$ cat config.mk
export PLATFORM = sky130hd
export DESIGN_NAME = sudoku_game_ctrl
export DESIGN_NICKNAME = d
export VERILOG_FILES = /design/src/rtl/sudoku_game_ctrl.sv
export SDC_FILE = /design/constraint.sdc
export NUM_CORES = 1
export LEC_CHECK = 0
export BUFFER_PORTS_ARGS = -buffer_cell sky130_fd_sc_hd__clkbuf_2
export CAP_MARGIN = 20
export CORE_MARGIN = 1
export CORE_UTILIZATION = 50
export CTS_BUF_LIST = sky130_fd_sc_hd__clkbuf_8 sky130_fd_sc_hd__clkbuf_16
export DETAILED_ROUTE_END_ITERATION = 8
export GPL_TIMING_DRIVEN = 1
export HOLD_SLACK_MARGIN = 0.08
export PLACE_DENSITY = 0.74
export SLEW_MARGIN = 20
export SYNTH_ARGS = -nofsm -noshare
export SYNTH_HDL_FRONTEND = slang
export SYNTH_SLANG_ARGS = --single-unit
$ cat constraint.sdc
create_clock -name clk -period 2.9 [get_ports clk]
set_input_delay 0.435 -clock clk [delete_from_list [all_inputs] [get_ports clk]]
set_output_delay 0.435 -clock clk [all_outputs]
set_load 0.01 [all_outputs]
$ cat src/rtl/sudoku_game_ctrl.sv
// Game controller for a sudoku board: difficulty selection, cursor movement,
// number picking with strike counting, and a per-game countdown timer.
module sudoku_game_ctrl #(
    parameter int N           = 9,
    parameter int VAL_W       = 4,
    parameter int LEVELS      = 3,
    parameter int MAX_STRIKES = 3,
    parameter int TIME_W      = 11,
    parameter int TIME_BASE   = 600,
    parameter int TIME_STEP   = 150,
    localparam int POS_W = $clog2(N),
    localparam int IDX_W = $clog2(N * N),
    localparam int LVL_W = ($clog2(LEVELS) > 1) ? $clog2(LEVELS) : 1,
    localparam int STK_W = $clog2(MAX_STRIKES + 1)
) (
    input  logic              clk,
    input  logic              reset,
    input  logic              up_button,
    input  logic              down_button,
    input  logic              left_button,
    input  logic              right_button,
    input  logic              start_button,
    input  logic              a_button,
    input  logic              b_button,
    input  logic              tick,
    input  logic              load_done,
    input  logic              cell_visible,
    input  logic [VAL_W-1:0]  cell_value,
    input  logic              all_visible,
    output logic [2:0]        state,
    output logic [POS_W-1:0]  pos_i,
    output logic [POS_W-1:0]  pos_j,
    output logic [IDX_W-1:0]  index,
    output logic [VAL_W-1:0]  selected_number,
    output logic [LVL_W-1:0]  difficulty,
    output logic [STK_W-1:0]  strikes,
    output logic [TIME_W-1:0] time_left,
    output logic              load_req,
    output logic              commit,
    output logic              error,
    output logic              playing
);

    typedef enum logic [2:0] {
        IDLE     = 3'd0,
        SELECT   = 3'd1,
        LOADING  = 3'd2,
        NAVIGATE = 3'd3,
        PICK     = 3'd4,
        PAUSED   = 3'd5,
        VICTORY  = 3'd6,
        DEFEAT   = 3'd7
    } state_t;

    state_t             r_state;
    logic [POS_W-1:0]   r_pos_i, r_pos_j;
    logic [VAL_W-1:0]   r_sel;
    logic [LVL_W-1:0]   r_difficulty;
    logic [STK_W-1:0]   r_strikes;
    logic [TIME_W-1:0]  r_time_left;
    logic               r_load_req, r_commit, r_error;
    logic               w_playing, w_lose;

    // Starting time for a level, clamped at zero for very hard levels.
    function automatic logic [TIME_W-1:0] level_time(input logic [LVL_W-1:0] lvl);
        int t;
        t = TIME_BASE - int'(lvl) * TIME_STEP;
        return (t > 0) ? TIME_W'(t) : '0;
    endfunction

    function automatic logic [POS_W-1:0] pos_dec(input logic [POS_W-1:0] p);
        return (p == '0) ? POS_W'(N - 1) : p - 1'b1;
    endfunction

    function automatic logic [POS_W-1:0] pos_inc(input logic [POS_W-1:0] p);
        return (p == POS_W'(N - 1)) ? '0 : p + 1'b1;
    endfunction

    function automatic logic [VAL_W-1:0] val_inc(input logic [VAL_W-1:0] v);
        return (v == VAL_W'(N)) ? VAL_W'(1) : v + 1'b1;
    endfunction

    function automatic logic [VAL_W-1:0] val_dec(input logic [VAL_W-1:0] v);
        return (v == VAL_W'(1)) ? VAL_W'(N) : v - 1'b1;
    endfunction

    assign w_playing = (r_state == NAVIGATE) || (r_state == PICK);
    assign w_lose    = (r_strikes == STK_W'(MAX_STRIKES)) || (r_time_left == '0);

    always_ff @(posedge clk or negedge reset) begin
        if (!reset) begin
            r_state      <= IDLE;
            r_pos_i      <= '0;
            r_pos_j      <= '0;
            r_sel        <= VAL_W'(1);
            r_difficulty <= '0;
            r_strikes    <= '0;
            r_time_left  <= '0;
            r_load_req   <= 1'b0;
            r_commit     <= 1'b0;
            r_error      <= 1'b0;
        end else begin
            r_commit <= 1'b0;
            r_error  <= 1'b0;
            if (w_playing && tick && (r_time_left != '0))
                r_time_left <= r_time_left - 1'b1;

            // Loss and win conditions override every button while in play.
            if (w_playing && w_lose) begin
                r_state <= DEFEAT;
            end else if (w_playing && all_visible) begin
                r_state <= VICTORY;
            end else begin
                case (r_state)
                    IDLE: if (start_button) r_state <= SELECT;
                    SELECT: begin
                        if (a_button) begin
                            r_state     <= LOADING;
                            r_load_req  <= 1'b1;
                            r_strikes   <= '0;
                            r_pos_i     <= '0;
                            r_pos_j     <= '0;
                            r_time_left <= level_time(r_difficulty);
                        end else if (up_button) begin
                            if (r_difficulty != LVL_W'(LEVELS - 1))
                                r_difficulty <= r_difficulty + 1'b1;
                        end else if (down_button) begin
                            if (r_difficulty != '0)
                                r_difficulty <= r_difficulty - 1'b1;
                        end
                    end
                    LOADING: begin
                        if (load_done) begin
                            r_state    <= NAVIGATE;
                            r_load_req <= 1'b0;
                        end
                    end
                    NAVIGATE: begin
                        if (start_button)                  r_state <= PAUSED;
                        else if (a_button && !cell_visible) begin
                            r_state <= PICK;
                            r_sel   <= VAL_W'(1);
                        end
                        else if (up_button)                r_pos_i <= pos_dec(r_pos_i);
                        else if (down_button)              r_pos_i <= pos_inc(r_pos_i);
                        else if (left_button)              r_pos_j <= pos_dec(r_pos_j);
                        else if (right_button)             r_pos_j <= pos_inc(r_pos_j);
                    end
                    PICK: begin
                        if (start_button)      r_state <= PAUSED;
                        else if (b_button)     r_state <= NAVIGATE;
                        else if (a_button) begin
                            if (r_sel == cell_value) begin
                                r_commit <= 1'b1;
                                r_state  <= NAVIGATE;
                            end else begin
                                r_error <= 1'b1;
                                if (r_strikes != STK_W'(MAX_STRIKES))
                                    r_strikes <= r_strikes + 1'b1;
                            end
                        end
                        else if (up_button)    r_sel <= val_inc(r_sel);
                        else if (down_button)  r_sel <= val_dec(r_sel);
                    end
                    PAUSED:  if (start_button) r_state <= NAVIGATE;
                    VICTORY, DEFEAT: if (start_button) r_state <= SELECT;
                    default: r_state <= IDLE;
                endcase
            end
        end
    end

    assign state           = r_state;
    assign pos_i           = r_pos_i;
    assign pos_j           = r_pos_j;
    assign index           = IDX_W'(r_pos_i) * IDX_W'(N) + IDX_W'(r_pos_j);
    assign selected_number = r_sel;
    assign difficulty      = r_difficulty;
    assign strikes         = r_strikes;
    assign time_left       = r_time_left;
    assign load_req        = r_load_req;
    assign commit          = r_commit;
    assign error           = r_error;
    assign playing         = w_playing;

endmodule

==> flow_metrics.tcl <==
set metrics [dict create \
    crit_fanout 6 \
    grt_pass1_vias 2383 \
    ir_worst_vdd_v 0.000416 \
    clk_path_buf_depth 2 \
    pin_count 58 \
    worst-endpoint-required_ns 2.47 \
    antennaDiodeCount 0 \
    path_buf_inv 1 \
    met2_length_um 3000 \
    crit_start "pos_i[0]$_DFFE_PN0P_" \
    rrSetupSlack_ns 0.67 \
    cts_tree "built" \
    final_util_pct 60.7 \
    clock_skew_ns 0.00743 \
    cts-root-buf "clkbuf_8" \
    die_h_um 77.2 \
    slowest_stage "dfrtp_2" \
    sw_frac_of_total_pct 44.7 \
    setup_viol 0 \
    clk_latency_ns 0.29 \
    drv_cap 0 \
    grt_pass1_wl_um 10900 \
    wl_met3_um 315 \
    status "completed" \
    rr_startpoint "state[1]$_DFFE_PN0P_" \
    routed.top_layer "met4" \
    crit_chain "ha_1, ha_1, ha_4, a21oi_2, o21bai_1, a21oi_2, xnor2_1, clkbuf_2" \
    finalCriticalPeriod_ns 2.76 \
    grt_max_degree 34 \
    dieArea_sq_um 5970 \
    syn_area_sq_um 2830 \
    grt_antenna_before_repair 0 \
    synth_cells 324 \
    grt_use_total_pct 22.9 \
    cts.sinks 33 \
    first_pass_iters 4 \
    hold_class "in2async" \
    slew_headroom_pct 42.6 \
    core_area_sq_um 5470 \
    max_freq_mhz 363 \
    rows 27 \
    endpoint_kind "output pin" \
    rsz0062_at_grt "false" \
    overflow 0 \
    layout.nets 423 \
    postCtsHoldBufs 0 \
    clock_power_share_pct 15.0 \
    final.setup.tns_ns 0 \
    powerDensity_nw_per_um2 896 \
    gp_congestion 0.840 \
    numCtsBuffers 5 \
    cp_top_family "adder cells" \
    post-cts-setup-buffer-count 0 \
    wirelength_um 6270 \
    leakagePower_uw 0.00165 \
    path_class "reg2out" \
    layout-area-overhead-vs-synth_pct 17.5 \
    syn_avg_cell_area_sq_um 8.74 \
    synth_cell_types 64 \
    drc 0 \
    die_x_um 77.2 \
    post-synth-top-area-fraction_pct 28.3 \
    syn-num-nets 368 \
    first_iter_violations 80 \
    drive_above_1_share_pct 25.5 \
    layout_commonest_cell "clkbuf_2" \
    htree_levels 2 \
    initial_utilization_pct 51.7 \
    combPwrFrac_pct 54.2 \
    wl_per_cell_um 13.9 \
    final_antenna_net_count 0 \
    port_buffers 57 \
    arrival_ns 2.32 \
    hold-worst-slack_ns 0.250 \
    async_reset_ff_share_pct 100 \
    worst_pin_slew_ns 0.861 \
    ys_ff_latch 33 \
    slowest_delay_ns 0.45 \
    place_hpwl_um 4700 \
    drt-met1-wl_um 2890 \
    hold_viol_final 0 \
    synth_top_area_cell "dfrtp_1" \
    avgViaCountPerCell 5.57 \
    synth-edff-count 0 \
    report.final.slew_viol_count 0 \
    seqPwrFrac_pct 30.8 \
    final_cell_mix "clkbuf_2, dfrtp_1, nor2_1" \
    fin_crit_sh_pct 95.0 \
    ys_warn_count 0 \
    netlist_top_cells_area "dfrtp_1, ha_1, xnor2_1, mux2i_1, o21ai_0" \
    synthFlopType "dfrtp_1" \
    num_vias 2518 \
    p_int_uw 1650 \
    start_kind "flip-flop" \
    p_switching_uw 1330 \
    clk_pin_slew_ns 0.07 \
    ys_seq_area_share_pct 29.2 \
]
## cell families (layout without fill, tap and decap cells)
family | Yosys count | in the layout | share of synthesized area (%)
AO/OA/AOI/OAI | 72 | 72 | 16.9
XOR/XNOR | 26 | 26 | 8.05
adder cells (fa/ha/maj) | 27 | 27 | 12.2
buffers and inverters | 39 | 95 | 5.44
flip-flops | 33 | 33 | 29.2
multiplexers | 21 | 21 | 8.31
AND/OR/NAND/NOR | 106 | 106 | 19.8
## registers in the layout, summed over array words and instances, names as in the netlist
signal / cells
selected_number: 4
time_left: 11
error: 1
difficulty: 2
strikes: 2
commit: 1
load_req: 1
state: 3
pos_j: 4
pos_i: 4
## metal layers
layer  track usage (%)  vias up
met5                 0        -
met4              7.74        0
met3              4.40        6
met2              38.4       61
met1              29.3     1196
li1                  -     1255
## final timing paths
check / cells past startpoint / end
max reg2reg: 4 / time_left[10]$_DFF_PN0_
max in group asynchronous: 1 / pos_i[0]$_DFFE_PN0P_
min reg2reg: 2 / load_req$_DFFE_PN0P_
max: 8 / index[6]
min in group clk: 4 / load_req$_DFFE_PN0P_
min: 1 / pos_j[0]$_DFFE_PN0P_
## synthesized netlist by cell type (2+ instances only)
library cell / instances
o31ai_1: 2
o21bai_1: 4
o21ai_0: 22
nand3_1: 6
xor2_1: 3
and3b_1: 2
mux2i_1: 13
a31oi_1: 2
o22ai_1: 2
nor2b_1: 4
o221ai_1: 2
a211oi_1: 2
xnor2_1: 23
dfrtp_1: 32
clkbuf_1: 10
inv_1: 24
a21o_1: 2
or3_1: 2
buf_2: 2
nand2b_1: 4
nor3_1: 9
a21oi_1: 17
nor4_1: 5
mux2_2: 6
nand2_1: 27
nor3b_1: 3
nor2_1: 28
or3_2: 3
ha_1: 26
nand4_1: 2
o211ai_1: 2
## final cells by class
cell class	count	area, sq um
inverters	24	90.1
well taps	72	90.1
clock buffers	6	82.6
flip-flops and latches	33	828
fillers	493	2150
repair buffers	63	330
multi-input cells	252	1870
clock inverters	2	33.8
## worst reg2reg max path, cell delays in order (launching register included)
cell	delay (ns)
dfrtp_1	0.67
and3b_1	0.43
o21ai_1	0.23
or3_2	0.49
o311a_1	0.30
## what timing repair did
action                                  4_1_cts  5_1_grt
gates resized for setup                       1        3
pin swaps                                     0        2
hold endpoints to repair                      0        0
endpoints found under the setup margin        1        1
## power groups by stage
stage	sequential (uW)	clock, uW	combinational [uW]
finish	918	446	1610
detailed placement	926	0	1600
floorplan	894	0	1160
global placement	917	0	1560
global route	959	479	1820
CTS	917	455	1610
## metrics by stage
step | power [uW] | worst slack, ns | instance area, sq um | instances
floorplan | 2050 | 0.502 | 2830 | 324
detailed placement | 2520 | 0.317 | 3190 | 444
finish | 2980 | 0.144 | 3320 | 452
global route | 3250 | 0.0375 | 3320 | 452
CTS | 2990 | 0.0344 | 3310 | 452
global placement | 2480 | 0.381 | 3190 | 444
No activity file was read; power rests on OpenSTA's default activity.
